## config.mk

```make
export PLATFORM = sky130hd
export DESIGN_NAME = uart_rx_ctrl
export DESIGN_NICKNAME = d
export VERILOG_FILES = /design/src/rtl/uart_pkg.sv /design/src/rtl/uart_rx_sync.sv /design/src/rtl/uart_rx_ctrl.sv
export SDC_FILE = /design/constraint.sdc
export NUM_CORES = 1
export LEC_CHECK = 0
export CAP_MARGIN = 40
export CORE_MARGIN = 1
export CORE_UTILIZATION = 45
export CTS_BUF_LIST = sky130_fd_sc_hd__clkbuf_8
export DETAILED_ROUTE_END_ITERATION = 7
export PLACE_DENSITY = 0.66
export RECOVER_POWER = 100
export SYNTH_ARGS = -nofsm -noshare
export SYNTH_HDL_FRONTEND = slang
export SYNTH_SLANG_ARGS = --single-unit
```

## constraint.sdc

```tcl
create_clock -name uart_clk -period 3.6 [get_ports uart_clk]
set_clock_uncertainty 0.15 [all_clocks]
set_input_delay 0.72 -clock uart_clk [delete_from_list [all_inputs] [get_ports uart_clk]]
set_output_delay 0.72 -clock uart_clk [all_outputs]
set_load 0.1 [all_outputs]
```

## src/rtl/uart_pkg.sv

```systemverilog
// Shared UART receive definitions: data width, parity modes, FSM encoding,
// the completed-frame payload and the parity check helper.
package uart_pkg;

    localparam int unsigned DATA_W = 8;
    localparam int unsigned CNT_W  = 3;

    // Parity mode values for the PARITY parameter
    localparam int unsigned PARITY_NONE = 0;
    localparam int unsigned PARITY_EVEN = 1;
    localparam int unsigned PARITY_ODD  = 2;

    typedef enum logic [2:0] {
        ST_IDLE   = 3'd0,
        ST_START  = 3'd1,
        ST_DATA   = 3'd2,
        ST_PARITY = 3'd3,
        ST_STOP   = 3'd4
    } rx_state_e;

    // Byte plus its status flags, presented to the consumer as one unit
    typedef struct packed {
        logic [DATA_W-1:0] data;
        logic              parity_err;
        logic              frame_err;
    } rx_frame_t;

    // High when data plus parity bit disagree with the selected parity mode
    function automatic logic parity_err_f(input logic [DATA_W-1:0] data,
                                          input logic              pbit,
                                          input int unsigned       mode);
        return (^data) ^ pbit ^ logic'(mode == PARITY_ODD);
    endfunction

endpackage

```

## src/rtl/uart_rx_sync.sv

```systemverilog
// Two-flop synchronizer for the asynchronous serial line plus falling-edge
// detect on the synchronized value.
// Ports:
//   uart_clk, uart_rst_p : clock, async active-high reset (flops reset to idle-high)
//   rx_i                 : raw serial line
//   rx_s_o               : synchronized line
//   rx_fall_c_o          : rx_d high and rx_s low (start-bit edge), combinational
module uart_rx_sync (
    input  logic uart_clk,
    input  logic uart_rst_p,
    input  logic rx_i,
    output logic rx_s_o,
    output logic rx_fall_c_o
);

    logic meta_q;
    logic rx_s_q;
    logic rx_d_q;

    // Synchronizer chain and one-cycle delayed copy
    always_ff @(posedge uart_clk or posedge uart_rst_p) begin
        if (uart_rst_p) begin
            meta_q <= 1'b1;
            rx_s_q <= 1'b1;
            rx_d_q <= 1'b1;
        end else begin
            meta_q <= rx_i;
            rx_s_q <= meta_q;
            rx_d_q <= rx_s_q;
        end
    end

    assign rx_s_o      = rx_s_q;
    // A line held low never produces a second edge
    assign rx_fall_c_o = rx_d_q & ~rx_s_q;

endmodule

```

## src/rtl/uart_rx_ctrl.sv

```systemverilog
// UART receive controller: start detect, bit sampling on external mid-bit
// ticks, optional parity, stop check, and a valid/ready output holding
// register with sticky overrun.
// Ports:
//   uart_clk, uart_rst_p : clock, async active-high reset
//   rx_in                : serial line (asynchronous, idle high)
//   rx_baud_clk          : one-cycle mid-bit sample tick
//   rx_clk_en            : baud counter enable, high whenever a frame is in progress
//   rx_data              : received byte
//   rx_valid / rx_ready  : output handshake
//   rx_parity_err        : parity mismatch on rx_data
//   rx_frame_err         : stop bit was low for rx_data
//   rx_overrun           : sticky, an unconsumed byte was overwritten
//   rx_busy              : FSM not idle
module uart_rx_ctrl
    import uart_pkg::*;
#(
    parameter int unsigned PARITY     = PARITY_NONE,
    parameter int unsigned STOP_CHECK = 1
) (
    input  logic              uart_clk,
    input  logic              uart_rst_p,
    input  logic              rx_in,
    input  logic              rx_baud_clk,
    output logic              rx_clk_en,
    output logic [DATA_W-1:0] rx_data,
    output logic              rx_valid,
    input  logic              rx_ready,
    output logic              rx_parity_err,
    output logic              rx_frame_err,
    output logic              rx_overrun,
    output logic              rx_busy
);

    logic rx_s;
    logic rx_fall_c;

    uart_rx_sync u_sync (
        .uart_clk    (uart_clk),
        .uart_rst_p  (uart_rst_p),
        .rx_i        (rx_in),
        .rx_s_o      (rx_s),
        .rx_fall_c_o (rx_fall_c)
    );

    rx_state_e         state_q,   state_d;
    logic [CNT_W-1:0]  bit_cnt_q, bit_cnt_d;
    logic [DATA_W-1:0] shift_q,   shift_d;
    logic              perr_q,    perr_d;
    rx_frame_t         out_q,     out_d;
    logic              valid_q,   valid_d;
    logic              ovr_q,     ovr_d;
    logic              clk_en_q,  clk_en_d;
    logic              busy_q,    busy_d;

    logic handshake_c;
    logic frame_done_c;

    // Register bank
    always_ff @(posedge uart_clk or posedge uart_rst_p) begin
        if (uart_rst_p) begin
            state_q   <= ST_IDLE;
            bit_cnt_q <= '0;
            shift_q   <= '0;
            perr_q    <= 1'b0;
            out_q     <= '0;
            valid_q   <= 1'b0;
            ovr_q     <= 1'b0;
            clk_en_q  <= 1'b0;
            busy_q    <= 1'b0;
        end else begin
            state_q   <= state_d;
            bit_cnt_q <= bit_cnt_d;
            shift_q   <= shift_d;
            perr_q    <= perr_d;
            out_q     <= out_d;
            valid_q   <= valid_d;
            ovr_q     <= ovr_d;
            clk_en_q  <= clk_en_d;
            busy_q    <= busy_d;
        end
    end

    // Next-state, datapath and output holding logic
    always_comb begin
        state_d      = state_q;
        bit_cnt_d    = bit_cnt_q;
        shift_d      = shift_q;
        perr_d       = perr_q;
        out_d        = out_q;
        valid_d      = valid_q;
        ovr_d        = ovr_q;
        frame_done_c = 1'b0;
        handshake_c  = valid_q & rx_ready;

        unique case (state_q)
            ST_IDLE: begin
                if (rx_fall_c) begin
                    state_d = ST_START;
                end
            end
            ST_START: begin
                if (rx_baud_clk) begin
                    if (!rx_s) begin
                        state_d   = ST_DATA;
                        bit_cnt_d = '0;
                        perr_d    = 1'b0;
                    end else begin
                        // Glitch shorter than half a bit: false start
                        state_d = ST_IDLE;
                    end
                end
            end
            ST_DATA: begin
                if (rx_baud_clk) begin
                    shift_d   = {rx_s, shift_q[DATA_W-1:1]};
                    bit_cnt_d = bit_cnt_q + CNT_W'(1);
                    if (bit_cnt_q == CNT_W'(DATA_W - 1)) begin
                        state_d = (PARITY != PARITY_NONE) ? ST_PARITY : ST_STOP;
                    end
                end
            end
            ST_PARITY: begin
                if (rx_baud_clk) begin
                    perr_d  = parity_err_f(shift_q, rx_s, PARITY);
                    state_d = ST_STOP;
                end
            end
            ST_STOP: begin
                if (rx_baud_clk) begin
                    frame_done_c = 1'b1;
                    state_d      = ST_IDLE;
                end
            end
            default: begin
                state_d = ST_IDLE;
            end
        endcase

        if (handshake_c) begin
            valid_d = 1'b0;
            ovr_d   = 1'b0;
        end

        // A completion always wins; it is an overrun only if the old byte was not taken
        if (frame_done_c) begin
            out_d.data       = shift_q;
            out_d.parity_err = perr_q;
            out_d.frame_err  = (STOP_CHECK != 0) && !rx_s;
            valid_d          = 1'b1;
            if (valid_q && !handshake_c) begin
                ovr_d = 1'b1;
            end
        end

        clk_en_d = (state_d != ST_IDLE);
        busy_d   = (state_d != ST_IDLE);
    end

    assign rx_clk_en     = clk_en_q;
    assign rx_busy       = busy_q;
    assign rx_data       = out_q.data;
    assign rx_parity_err = out_q.parity_err;
    assign rx_frame_err  = out_q.frame_err;
    assign rx_valid      = valid_q;
    assign rx_overrun    = ovr_q;

endmodule
```

==> impl_metrics.toml <==
[run_status]
outcome = "complete, but fails checks"
violations = "max-capacitance violations, max-slew violations"

[timing]
fmax_mhz = 349
fin_crit_sh_pct = 79.6
hold_viol = 0
slew_violations = 32
rsz0062_at_grt = "false"
finalSetupViolCount = 0
period_needed_ps = 2860
fin_setup_tns_ps = 0
relSlewSlack_pct = -5.56
tightest_slew_ps = 1580

[die]
chipHeight_um = 56.6
chipWidth_um = 56.6
rows = 19
start_util_pct = 48.2
die_area_sq_um = 3200
core-area_sq_um = 2780
ios = 19

[detailed_routing]
ant_nets = 0
first_pass_iters = 4
drc = 0
drtIter0Drc = 9
drt_wl_total_um = 2170
viasPerCell = 5.08
routedWlPerCell_um = 13.6
via_count = 807

[clock_network]
clock-sinks = 31
cts_setup_buffers = 0
cts_tree = "built"
clkTransAtPathRegs_ps = 60
htreeDepth = 2
ctsResizeCount = 0
cts-buffers-inserted = 5
cts_max_path_buffers = 2
clk_latency_ps = 280
hold_buffers = 0
cts-root-buf = "clkbuf_8"

[final_layout]
layout.nets = 134
syn_to_final_growth_pct = 19.9
postLayoutCoreUtil_pct = 57.8
antenna_cells = 0
fin_cells = 159
drive_gt1_share_pct = 17.2

[critical_path]
critPathSlowestCell = "clkbuf_1"
crit_chain = "clkdlybuf4s50_1 -> clkbuf_1"
r2r_end = "shift_q[5]$_DFFE_PP0P_"
critical_path.max_stage_delay_ps = 860
r2r_setup_slack_ps = 1640
start_kind = "flip-flop"
crit_type = "reg -> out"
crit_arrival_ps = 1990
crit_required_ps = 2730
endpoint_kind = "output pin"
rr_startpoint = "state_q[2]$_DFF_PP0_"
path_delay_family = "buffers and inverters"
r2r_cells = 3
cp_num_buf_inv = 2
cp_max_fo = 2

[grt]
grt_start_max_net_pins = 32
antenna_found_initial = 0
grtUsageTotal_pct = 16.4
grt_pass1_wl_um = 3860
grt_pass1_vias = 812
overflow = 0

[synthesis]
synth-seq-area-share_pct = 58.1
synth_warnings = 0
syn_nets = 102
ys_ff_latch = 31
synth_area_sq_um = 1340
avgSynthCellArea_sq_um = 14.1
syn-instance-count = 95
synth_cell_type_count = 28

[min_path]
min_to = "u_sync.rx_s_o$_DFF_PP1_"
worstHoldStart = "u_sync.meta_q$_DFF_PP1_"
min_delay_path_depth = 0
hold_path_class = "reg -> reg"

[placed_design]
place_congestion = 0.778
placed_cells_incl_taps = 151
port_buffers = 18

[job]
drv_cap = 1
==> cell usage in the layout (no fill, tap or decap) <==
cell type        synthesis  final
xnor2_1                  6      6
nand2b_1                 2      2
and3b_1                  1      1
nand3b_1                 1      1
a21o_1                   1      1
dfstp_2                  3      2
o211ai_1                 1      1
dfrtp_1                 28     28
clkbuf_1                 0     15
dlygate4sd3_1            0      3
clkdlybuf4s50_1          0     12
nor2_2                   1      1
or3_1                    1      1
and3_1                   1      1
dfstp_1                  0      1
a21oi_1                  4      4
nand3_1                  2      2
a22o_1                   2      2
nor2_1                   4      4
a31oi_1                  1      1
mux2_1                   0      6
o21ai_0                  3      3
nor2b_1                  0      1
nand2_1                  3      3
mux2_2                  12     12
xnor3_1                  1      1
ha_1                     2      2
a32oi_1                  1      1
clkbuf_8                 0      7
inv_1                    2      3
==> cell type report <==
cell class | count | area, sq um
clock buffer | 7 | 96.3
clock inverter | 1 | 3.75
fill | 251 | 1170
inverter | 2 | 7.51
multi-input combinational | 57 | 475
sequential | 31 | 779
tap | 31 | 38.8
timing repair buffer | 30 | 206
==> logic make-up (layout without fill, tap and decap cells) <==
| family | after synthesis | after routing | synth area share [%] |
|---|---|---|---|
| AOI/OAI and AO/OA | 13 | 13 | 6.16 |
| xor gates and xnor gates | 7 | 7 | 5.60 |
| buffers and inverters | 7 | 40 | 4.20 |
| adders and majority gates | 2 | 2 | 1.87 |
| and+or+nand+nor | 17 | 17 | 7.28 |
| muxes | 18 | 18 | 16.8 |
| DFF | 31 | 31 | 58.1 |
==> registers in the layout (all words and copies together), names as in the netlist, named ones only <==
| register | flops |
|---|---|
| perr_q | 1 |
| state_q | 3 |
| rx_data | 8 |
| u_sync.rx_d_q | 1 |
| u_sync.rx_s_o | 1 |
| rx_busy | 1 |
| rx_valid | 1 |
| shift_q | 8 |
| u_sync.meta_q | 1 |
| rx_parity_err | 1 |
| rx_frame_err | 1 |
| bit_cnt_q | 3 |
==> how the worst max path moves through the flow <==
stage | start | end | slack [ps] | cells past startpoint
2_1_floorplan | rx_busy$_DFF_PP0_ | rx_clk_en | 1410 | 1
3_5_place_dp | rx_baud_clk | shift_q[2]$_DFFE_PP0P_ | 950 | 4
4_1_cts | rx_baud_clk | shift_q[5]$_DFFE_PP0P_ | 1240 | 4
3_3_place_gp | rx_baud_clk | shift_q[4]$_DFFE_PP0P_ | 990 | 4
5_1_grt | uart_rst_p | shift_q[5]$_DFFE_PP0P_ | 670 | 3
6_report | rx_data[4]$_DFFE_PP0P_ | rx_data[4] | 740 | 2
==> through the flow <==
stage | hold WS [ps] | setup slack, ps | instance area (sq um)
after floorplan | 195 | 1410 | 1340
after global placement | 197 | 993 | 1510
after detailed placement | 197 | 955 | 1680
after CTS | 206 | 1240 | 1780
after global routing | 216 | 668 | 1610
final | 210 | 736 | 1610
==> synth_stat cells <==
cell type | instances | area [sq um]
dfrtp_1 | 28 | 701
mux2_2 | 12 | 135
mux2_4 | 6 | 90.1
xnor2_1 | 6 | 52.6
a21oi_1 | 4 | 20.0
nor2_1 | 4 | 15.0
buf_4 | 3 | 22.5
dfstp_2 | 3 | 78.8
nand2_1 | 3 | 11.3
o21ai_0 | 3 | 15.0
a22o_1 | 2 | 17.5
ha_1 | 2 | 25.0
inv_1 | 2 | 7.51
nand2b_1 | 2 | 12.5
nand3_1 | 2 | 10.0
a21o_1 | 1 | 7.51
a31oi_1 | 1 | 6.26
a32oi_1 | 1 | 8.76
and3_1 | 1 | 6.26
and3b_1 | 1 | 8.76
buf_6 | 1 | 11.3
buf_8 | 1 | 15.0
nand3b_1 | 1 | 7.51
nor2_2 | 1 | 6.26
nor2b_4 | 1 | 13.8
o211ai_1 | 1 | 7.51
or3_1 | 1 | 6.26
xnor3_1 | 1 | 22.5
==> per-layer routing <==
| metal | vias up | wire [um] | track usage [%] |
|---|---|---|---|
| met5 | - | 0 | 0 |
| li1 | 390 | - | - |
| met1 | 396 | 971 | 21.5 |
| met2 | 17 | 1070 | 24.9 |
| met4 | 0 | 42 | 8.36 |
| met3 | 4 | 82 | 4.84 |
==> worst register-to-register path, cell delays in order (launching register included) <==
cell	delay (ps)
dfrtp_1	420
nor2b_1	350
and3b_1	530
mux2_2	390
Power is left out: the tool's default activity adds up to more than one toggle a clock period on the data nets, which glitch-free logic cannot reach.
